--- config.mk ---
export PLATFORM = sky130hd
export DESIGN_NAME = integ_stim_tx
export DESIGN_NICKNAME = d
export VERILOG_FILES = /design/src/rtl/integ_pkg.sv /design/src/rtl/integ_stim_tx_counter.sv /design/src/rtl/integ_stim_tx.sv
export SDC_FILE = /design/constraint.sdc
export NUM_CORES = 1
export LEC_CHECK = 0
export CAP_MARGIN = 20
export CORE_AREA = 4 4 49 51
export DETAILED_ROUTE_END_ITERATION = 12
export DIE_AREA = 0 0 53 55
export GPL_TIMING_DRIVEN = 0
export PLACE_DENSITY = 0.66
export SLEW_MARGIN = 20
export SYNTH_ARGS = -nofsm -noshare
export SYNTH_HDL_FRONTEND = slang
export SYNTH_HIERARCHICAL = 1
export SYNTH_SLANG_ARGS = --single-unit
--- constraint.sdc ---
create_clock -name clock -period 1.9 [get_ports clock]
set_clock_uncertainty 0.15 [all_clocks]
set_input_delay 0.19 -clock clock [delete_from_list [all_inputs] [get_ports clock]]
set_output_delay 0.19 -clock clock [all_outputs]
set_load 0.01 [all_outputs]
--- src/rtl/integ_pkg.sv ---
`default_nettype none
// ============================================================================
// Module      : integ_pkg
// Description : Shared definitions for the integrator and its stimulus
//               transmitter: FSM state encoding and the common counter width.
// Contents    : stim_state_t  - stimulus transmitter FSM states
//               INTEG_CW      - counter width shared with the integrator
// Revision    : 1.0 - initial release
// ============================================================================
package integ_pkg;

   localparam int INTEG_CW = 4;

   typedef enum logic [2:0] {
      ST_IDLE  = 3'd0,
      ST_START = 3'd1,
      ST_PULSE = 3'd2,
      ST_GAP   = 3'd3,
      ST_DONE  = 3'd4
   } stim_state_t;

endpackage : integ_pkg
`default_nettype wire

--- src/rtl/integ_stim_tx_counter.sv ---
`default_nettype none
// ============================================================================
// Module      : stim_down_counter
// Description : Loadable, enabled down-counter with a zero flag. Load has
//               priority over enable; the count saturates at zero instead of
//               wrapping.
// Ports       : clk        - clock
//               rst        - asynchronous active-high reset (count -> 0)
//               i_load     - load i_load_val on the next edge
//               i_load_val - value to load
//               i_en       - decrement on the next edge
//               o_count    - current count
//               o_zero     - count equals zero
// Revision    : 1.0 - initial release
// ============================================================================
module stim_down_counter #(
   parameter int W = 4
) (
   input  logic         clk,
   input  logic         rst,
   input  logic         i_load,
   input  logic [W-1:0] i_load_val,
   input  logic         i_en,
   output logic [W-1:0] o_count,
   output logic         o_zero
);

   logic [W-1:0] r_count;

   always_ff @(posedge clk or posedge rst) begin
      if (rst) begin
         r_count <= '0;
      end else if (i_load) begin
         r_count <= i_load_val;
      end else if (i_en && (r_count != '0)) begin
         r_count <= r_count - W'(1);
      end
   end

   assign o_count = r_count;
   assign o_zero  = (r_count == '0);

endmodule : stim_down_counter
`default_nettype wire

--- src/rtl/integ_stim_tx.sv ---
`default_nettype none
// ============================================================================
// Module      : integ_stim_tx
// Description : Stimulus transmitter for the integrator. On an accepted
//               start it issues a one-cycle start strobe, then a programmable
//               number of pulses separated by GAP idle cycles, then a
//               one-cycle completion pulse. Records whether the integrator's
//               saturation flag was seen during the run.
// Ports       : clock   - clock
//               clear   - asynchronous active-high reset
//               start_i - start request (sampled only when idle)
//               count_i - pulse count, latched on an accepted start
//               g_i     - integrator saturation flag
//               s_o     - start strobe
//               x_o     - pulse train
//               busy_o  - run in progress
//               done_o  - one-cycle completion pulse
//               sat_o   - g_i was high during the last run
// Revision    : 1.0 - initial release
// ============================================================================
module integ_stim_tx
   import integ_pkg::*;
#(
   parameter int CW  = INTEG_CW,
   parameter int GAP = 0
) (
   input  logic          clock,
   input  logic          clear,
   input  logic          start_i,
   input  logic [CW-1:0] count_i,
   input  logic          g_i,
   output logic          s_o,
   output logic          x_o,
   output logic          busy_o,
   output logic          done_o,
   output logic          sat_o
);

   // The gap counter is loaded with GAP-1 so that GAP states span exactly
   // GAP cycles (exit when the counter reads zero).
   localparam int          c_GAP_M1   = (GAP > 0) ? GAP - 1 : 0;
   localparam logic [3:0]  c_GAP_LOAD = 4'(c_GAP_M1);

   stim_state_t   r_state;
   logic          r_s;
   logic          r_x;
   logic          r_busy;
   logic          r_done;
   logic          r_sat;

   logic          w_accept;
   logic [CW-1:0] w_pulse_cnt;
   logic          w_pulse_zero;
   logic          w_last_pulse;
   logic [3:0]    w_gap_cnt_unused;
   logic          w_gap_zero;

   assign w_accept     = (r_state == ST_IDLE) && start_i;
   // Decision in PULSE uses the pre-decrement value: a count of one means
   // this is the final pulse.
   assign w_last_pulse = (w_pulse_cnt == CW'(1));

   stim_down_counter #(.W(CW)) u_pulse_cnt (
      .clk        (clock),
      .rst        (clear),
      .i_load     (w_accept),
      .i_load_val (count_i),
      .i_en       (r_state == ST_PULSE),
      .o_count    (w_pulse_cnt),
      .o_zero     (w_pulse_zero)
   );

   stim_down_counter #(.W(4)) u_gap_cnt (
      .clk        (clock),
      .rst        (clear),
      .i_load     (r_state == ST_PULSE),
      .i_load_val (c_GAP_LOAD),
      .i_en       (r_state == ST_GAP),
      .o_count    (w_gap_cnt_unused),
      .o_zero     (w_gap_zero)
   );

   // Outputs are registered alongside the state: each branch sets the
   // output values that belong to the state being entered.
   always_ff @(posedge clock or posedge clear) begin
      if (clear) begin
         r_state <= ST_IDLE;
         r_s     <= 1'b0;
         r_x     <= 1'b0;
         r_busy  <= 1'b0;
         r_done  <= 1'b0;
         r_sat   <= 1'b0;
      end else begin
         r_s    <= 1'b0;
         r_x    <= 1'b0;
         r_done <= 1'b0;
         if ((r_state != ST_IDLE) && g_i) begin
            r_sat <= 1'b1;
         end
         case (r_state)
            ST_IDLE: begin
               if (start_i) begin
                  r_state <= ST_START;
                  r_s     <= 1'b1;
                  r_busy  <= 1'b1;
                  r_sat   <= 1'b0;
               end
            end
            ST_START: begin
               if (w_pulse_zero) begin
                  r_state <= ST_DONE;
                  r_done  <= 1'b1;
               end else begin
                  r_state <= ST_PULSE;
                  r_x     <= 1'b1;
               end
            end
            ST_PULSE: begin
               if (w_last_pulse) begin
                  r_state <= ST_DONE;
                  r_done  <= 1'b1;
               end else if (GAP > 0) begin
                  r_state <= ST_GAP;
               end else begin
                  r_state <= ST_PULSE;
                  r_x     <= 1'b1;
               end
            end
            ST_GAP: begin
               if (w_gap_zero) begin
                  r_state <= ST_PULSE;
                  r_x     <= 1'b1;
               end
            end
            ST_DONE: begin
               r_state <= ST_IDLE;
               r_busy  <= 1'b0;
            end
            default: begin
               r_state <= ST_IDLE;
               r_busy  <= 1'b0;
            end
         endcase
      end
   end

   assign s_o    = r_s;
   assign x_o    = r_x;
   assign busy_o = r_busy;
   assign done_o = r_done;
   assign sat_o  = r_sat;

endmodule : integ_stim_tx
`default_nettype wire

==> impl_metrics.ini, run 1 <==
[run_status]
result_of_the_run = finished, final reports clean

[die]
std_cell_rows = 16
area_of_the_placeable_core_mm2 = 0.00194
fp.dieW_um = 53
pin_count = 13
die_area_mm2 = 0.00292
fp.dieH_um = 55
initial_standard_cell_utilization_of_the_core_pct = 45.4

[cts]
cts_hold_bufs = 0
worst_skew_pair.late_latency_ns = 0.28
tritoncts = done
cts_buffers = 3
numClockSinks = 16
clock_tree.htree_level_count = 1
cts.reportedPaths.clkPinSlew_ns = 0.09
clock-root-buffer = clkbuf_4
ctsLongestPathBuffers = 2

[sta]
fin_crit_sh_pct = 97.5
achievable-frequency_mhz = 540
setup_total_negative_slack_ns = 0
finalWorstPathRequiredPeriod_ns = 1.85
maxSlewHeadroom_pct = 49.8
setup_slack_ns = 0.0478
finalHoldViolations = 0
final_max_slew_viol_count = 0
setup_repair_after_global_routing_missed_its_margin = yes
final-setup-viol-count = 0
tightestPinTransition_ns = 0.742

[placement]
port_buffers = 12
dpl.hpwl_mm = 1.21
place.gp.congestion = 0.732
place_inst = 130
placed_cell_areas_mm2 = 0.00105
pre_cts_slack_ns = -0.186

[final_layout]
drive_gt1_share_pct = 19.3
multiInputGateArea_um2 = 444
final_nets = 120
layout.filler_cells = 178
area.growth.synth_to_final_pct = 27.1
post_route_non_filler_standard_cell_count = 136
num_antenna_cells = 0
post-route-cell-area_mm2 = 0.00112
layout.area.seq_um2 = 403

[route]
detailroute.via_count = 694
wl_per_cell_um = 11.9
met2_wirelength_um = 784
total_wire_length_mm = 1.62
drc_violations = 0
count_of_routing_violations_after_the_opening_detailed_route_iteration = 5
topRoutingLayerUsed = met4
met3WireLength_um = 47
drt_pass1_iterations = 2
drt-met1-wl_um = 775
viasPerCell = 5.10
ant_nets = 0

[logic_synthesis]
synth_top_cells_by_area = dfrtp_1 45%, inv_1 5.5%, a21oi_1 4.5%
synthesis.area_um2 = 881
postSynthRegisterBits = 16
syn-mean-instance-area_um2 = 10.0
synth_top_cell_by_area = dfrtp_1
synth_top_area_share_pct = 45.5
yosys_warnings = 6
synthCells = 88
synth.lib_cells_used.distinct = 28
yosysSeqAreaShare_pct = 45.5

[critical_path]
number_of_buffer_and_inverter_instances_along_the_worst_setup_path = 1
timing.critical_path.to_type = register
timing.critical_path.max_delay_family = simple AND/OR/NAND/NOR gates
cp_data_arrival_time_ns = 1.88
timing.setup.critical_path_class = register to register
startpoint_type = register
crit_fanout = 10
r2r.worst_path.cells = 5
timing.reg2reg.setup_slack_ns = 0.05
series_of_cell_instances_along_the_critical_path = or3b_4 -> inv_6 -> nor4b_4 -> nor3b_1 -> a221o_1
rr_endpoint = u_pulse_cnt/o_count[3]
startpoint_of_the_worst_register_to_register_path = r_state[0]
critical-path-slowest-cell = dfrtp_2
critPathRequiredTime_ns = 1.92
slowest_delay_ns = 0.47

[grt]
grt_pass1_vias = 624
antenna_found_initial = 0
gr-usage-all-layers_pct = 13.3
global_route_wire_length_before_repair_mm = 2.76
globalRouteOverflowTotal = 0
grt_start_max_net_pins = 11

[pwr]
worst_ir_drop_vdd_uv = 719
leakage_power_summed_over_all_cells_nw = 0.522
p_per_area_mw_per_mm2 = 1620
pnr_total_power_w = 0.00181

[flow_run]
drv_cap = 0

[min_path]
worst_hold_path_type = primary input to asynchronous set/reset pin
layout make-up:
class,count,area share (%)
flip-flops and latches,16,36.0
plain buffers,2,0.894
inverters,14,5.14
multi-input cells,59,39.7
clock buffers,4,3.24
repair buffers,14,12.1
well taps,27,3.02
worst register-to-register path, delay by kind of cell, from the launching register on:
family	cells	cell delay, ns
compound gates	1	0.26
buf+inv	1	0.11
flops	1	0.47
simple gates	3	0.76
repair_timing:
item                                    4_1_cts  5_1_grt
endpoints found under the setup margin        2        7
hold endpoints to repair                      0        0
gates resized for setup                       5        5
buffers inserted                              0        2
registers in the layout (all words and copies together), names as in the netlist:
name	flops
busy_o	1
done_o	1
r_state	3
s_o	1
sat_o	1
u_gap_cnt/o_count	4
u_pulse_cnt/o_count	4
x_o	1
Yosys cell counts (all sizes together):
cell type and n:
a21oi 8, a221o 2, a31o 2, a32o 2
and2b 1, and3 2, and4b 2, clkbuf 2
clkinv 1, conb 1, dfrtp 16, ha 2
inv 13, nand2 6, nand2b 3, nand3b 1
nor2 1, nor2b 1, nor3 2, nor3b 2
nor4b 4, o21ai 5, o31a 2, o32ai 3
or3b 4
placed cells by master, fill, tap and decap left out, types with 3 or more instances in the layout:
cell and n:
dfrtp_1 14, inv_1 13, clkdlybuf4s50_1 12, a21oi_1 8, nand2_1 6, conb_1 4, o21ai_1 4, or3b_4 3
nand2b_1 3, o32ai_1 3, clkbuf_4 3
metrics by stage:
stage / util (%) / hold WS, ns
after floorplan: - / -0.194
after global placement: 53.9 / 0.317
after detailed placement: 53.9 / 0.324
after CTS: 56.5 / 0.00272
after global routing: 57.7 / 0.00626
final: 57.7 / 0.0186
power by group:
group	switching [W]	internal, W
logic	0.000432	0.000497
clock network	0.000105	0.000117
registers	0.000158	0.000503
total	0.000695	0.00112
how the worst max path moves through the flow:
stage / from / to / slack, ns / cells after the start
finish: r_state[0] / u_pulse_cnt/o_count[3] / 0.05 / 5
global route: r_state[0] / u_pulse_cnt/o_count[3] / -0.03 / 4
CTS: r_state[0] / u_pulse_cnt/o_count[3] / 0.01 / 5
detailed placement: start_i / u_pulse_cnt/o_count[3] / -0.19 / 5
global placement: start_i / u_pulse_cnt/o_count[3] / -0.14 / 5
floorplan: r_state[0] / u_gap_cnt/o_count[3] / 0.07 / 5
logic make-up (layout without fill, tap and decap cells):
logic type | after synthesis | count (layout) | share of synthesized area [%]
flip-flops | 16 | 16 | 45.5
AO/OA/AOI/OAI | 24 | 24 | 19.2
buffers and inverters | 16 | 34 | 6.96
adder cells (fa/ha/maj) | 2 | 2 | 2.84
other | 1 | 4 | 0.426
AND/OR/NAND/NOR | 29 | 29 | 25.1
layer usage:
metal / track usage (%) / up-vias
met3: 3.22 / 2
met2: 21.9 / 7
li1: - / 359
met4: 7.66 / 0
met1: 15.9 / 326
met5: 0 / -
(Power assumes the default switching activity.)
==> inputs of run 2 (changes only) <==
--- a/config.mk
+++ b/config.mk
@@ -9,9 +9,7 @@
 export CORE_AREA = 4 4 49 51
 export DETAILED_ROUTE_END_ITERATION = 12
 export DIE_AREA = 0 0 53 55
-export GPL_TIMING_DRIVEN = 0
 export PLACE_DENSITY = 0.66
-export SLEW_MARGIN = 20
 export SYNTH_ARGS = -nofsm -noshare
 export SYNTH_HDL_FRONTEND = slang
 export SYNTH_HIERARCHICAL = 1
==> impl_metrics.ini, run 2 (synthesized netlist as in run 1, its figures left out) <==
[cts]
tritoncts = done
cts.reportedPaths.clkPinSlew_ns = 0.09
clock-root-buffer = clkbuf_4
cts_buffers = 3
numClockSinks = 16
ctsLongestPathBuffers = 2
cts.repair_timing.setup_buffer_count = 0
clock_tree.htree_level_count = 1
worst_skew_pair.late_latency_ns = 0.28

[sta]
final_max_slew_viol_count = 0
setup_total_negative_slack_ns = 0
fin_crit_sh_pct = 97.3
finalWorstPathRequiredPeriod_ns = 1.85
achievable-frequency_mhz = 541
final-setup-viol-count = 0
setup_repair_after_global_routing_missed_its_margin = no
finalHoldViolations = 0
worst_case_hold_slack_ns = 0.293

[grt]
gr-usage-all-layers_pct = 14.5
global_route_wire_length_before_repair_mm = 3.00
antenna_found_initial = 0
grt_pass1_vias = 670
grt_start_max_net_pins = 18
globalRouteOverflowTotal = 0

[final_layout]
layout.filler_cells = 194
layout.area.seq_um2 = 400
area.growth.synth_to_final_pct = 27.6
drive_gt1_share_pct = 17.0
top_library_cells_by_usage_in_the_layout_fill_and_taps_aside = 16 x dfrtp_1, 13 x inv_1, 12 x clkdlybuf4s50_1, 8 x a21oi_1, 7 x buf_4
layout.cells.most_common = dfrtp_1
multiInputGateArea_um2 = 430
final_nets = 124
num_antenna_cells = 0

[critical_path]
timing.setup.critical_path_class = register to register
crit_fanout = 5
startpoint_of_the_worst_register_to_register_path = u_pulse_cnt/o_count[0]
rr_endpoint = u_pulse_cnt/o_count[0]
critical-path-slowest-cell = or3b_4
timing.reg2reg.setup_slack_ns = 0.05
timing.critical_path.to_type = register
series_of_cell_instances_along_the_critical_path = inv_1 -> ha_1 -> or3b_4 -> and3_4 -> o31a_1
cp_data_arrival_time_ns = 1.87
r2r.worst_path.cells = 5
startpoint_type = register
slowest_delay_ns = 0.43
critPathRequiredTime_ns = 1.92

[min_path]
hold_path.startpoint = count_i[1]
timing.hold.worst_path_depth = 3
min_delay_worst_endpoint = u_pulse_cnt/o_count[1]
worst_hold_path_type = primary input to register

[pwr]
p_per_area_mw_per_mm2 = 1570
switching_share_pct = 38.6
internal_power_w = 0.00108
leakage_power_summed_over_all_cells_nw = 0.534
power.share.sequential_pct = 35.3
comb_power_share_pct = 54.6
worst_ir_drop_vdd_uv = 799
power.net_switching_w = 0.000680
p_clk_share_pct = 10.2

[route]
drc_violations = 0
drt_pass1_iterations = 4
ant_nets = 0
count_of_routing_violations_after_the_opening_detailed_route_iteration = 9
total_wire_length_mm = 1.71
detailroute.via_count = 708
wl_per_cell_um = 12.3
viasPerCell = 5.09

[die]
std_cell_rows = 16
initial_standard_cell_utilization_of_the_core_pct = 45.4
die_area_mm2 = 0.00292
pin_count = 13
fp.dieW_um = 53
fp.dieH_um = 55
area_of_the_placeable_core_mm2 = 0.00194

[flow_run]
drv_cap = 0

[placement]
port_buffers = 12
place.gp.congestion = 0.783
dpl.hpwl_mm = 1.31

[run_status]
result_of_the_run = finished, final reports clean
[run 2: what timing repair did]
item                                   CTS  global route
hold buffers                             1             0
gates resized for setup                  0             0
endpoints found under the hold margin    8             0
[run 2: stage by stage]
stage | total power, W | util [%] | area, um2 | cells | worst slack (ns)
2_1_floorplan | 0.00126 | - | 892 | 91 | 0.0679
5_1_grt | 0.00192 | 57.9 | 1120 | 139 | 0.0131
3_3_place_gp | 0.00157 | 56.2 | 1090 | 135 | 0.100
4_1_cts | 0.00178 | 57.9 | 1120 | 139 | 0.0663
6_report | 0.00176 | 57.9 | 1120 | 139 | 0.0510
3_5_place_dp | 0.00159 | 56.2 | 1090 | 135 | 0.0838
[run 2: worst max-delay path: cells and delay by family (launching register included)]
| kind | cells | cell delay, ns |
|---|---|---|
| AO/OA/AOI/OAI | 1 | 0.22 |
| adder cells (fa/ha/maj) | 1 | 0.22 |
| buffers and inverters | 1 | 0.11 |
| flip-flops | 1 | 0.42 |
| AND/OR/NAND/NOR | 2 | 0.62 |
[run 2: per-layer routing]
| layer | track usage [%] | share of wire, % |
|---|---|---|
| met5 | 0 | 0 |
| met1 | 18.4 | 49 |
| met3 | 3.22 | 3.1 |
| met2 | 23.3 | 47 |
| met4 | 7.66 | 0.47 |
[run 2: area by class of cell]
class	count	share of cell area [%]
Multi-Input combinational cell	59	38.3
Sequential cell	16	35.6
Timing Repair Buffer	20	16.3
Inverter	14	4.79
Tap cell	27	3.01
Clock buffer	3	2.00
[run 2: power groups by stage]
stage	clock network (W)	logic [W]	registers (W)
finish	0.000179	0.000961	0.000621
global route	0.000205	0.00107	0.000646
CTS	0.000187	0.000969	0.000620
detailed placement	0	0.000960	0.000627
global placement	0	0.000947	0.000620
floorplan	0	0.000618	0.000645
[run 2: how the worst max path moves through the flow]
| stage | to | startpoint | depth (start not counted) |
|---|---|---|---|
| 6_report | u_pulse_cnt/o_count[0] | u_pulse_cnt/o_count[0] | 5 |
| 5_1_grt | u_pulse_cnt/o_count[0] | u_pulse_cnt/o_count[0] | 5 |
| 4_1_cts | u_pulse_cnt/o_count[0] | u_pulse_cnt/o_count[0] | 5 |
| 3_5_place_dp | u_pulse_cnt/o_count[0] | u_pulse_cnt/o_count[0] | 5 |
| 3_3_place_gp | u_pulse_cnt/o_count[0] | u_pulse_cnt/o_count[0] | 5 |
| 2_1_floorplan | u_gap_cnt/o_count[3] | r_state[0] | 5 |
==> inputs of run 3 (changes only) <==
--- a/config.mk
+++ b/config.mk
@@ -5,6 +5,7 @@
 export SDC_FILE = /design/constraint.sdc
 export NUM_CORES = 1
 export LEC_CHECK = 0
+export ABC_AREA = 0
 export CAP_MARGIN = 20
 export CORE_AREA = 4 4 49 51
 export DETAILED_ROUTE_END_ITERATION = 12
==> results of run 3 <==
No change in the layout: final DEF, timing and power equal those of run 2.
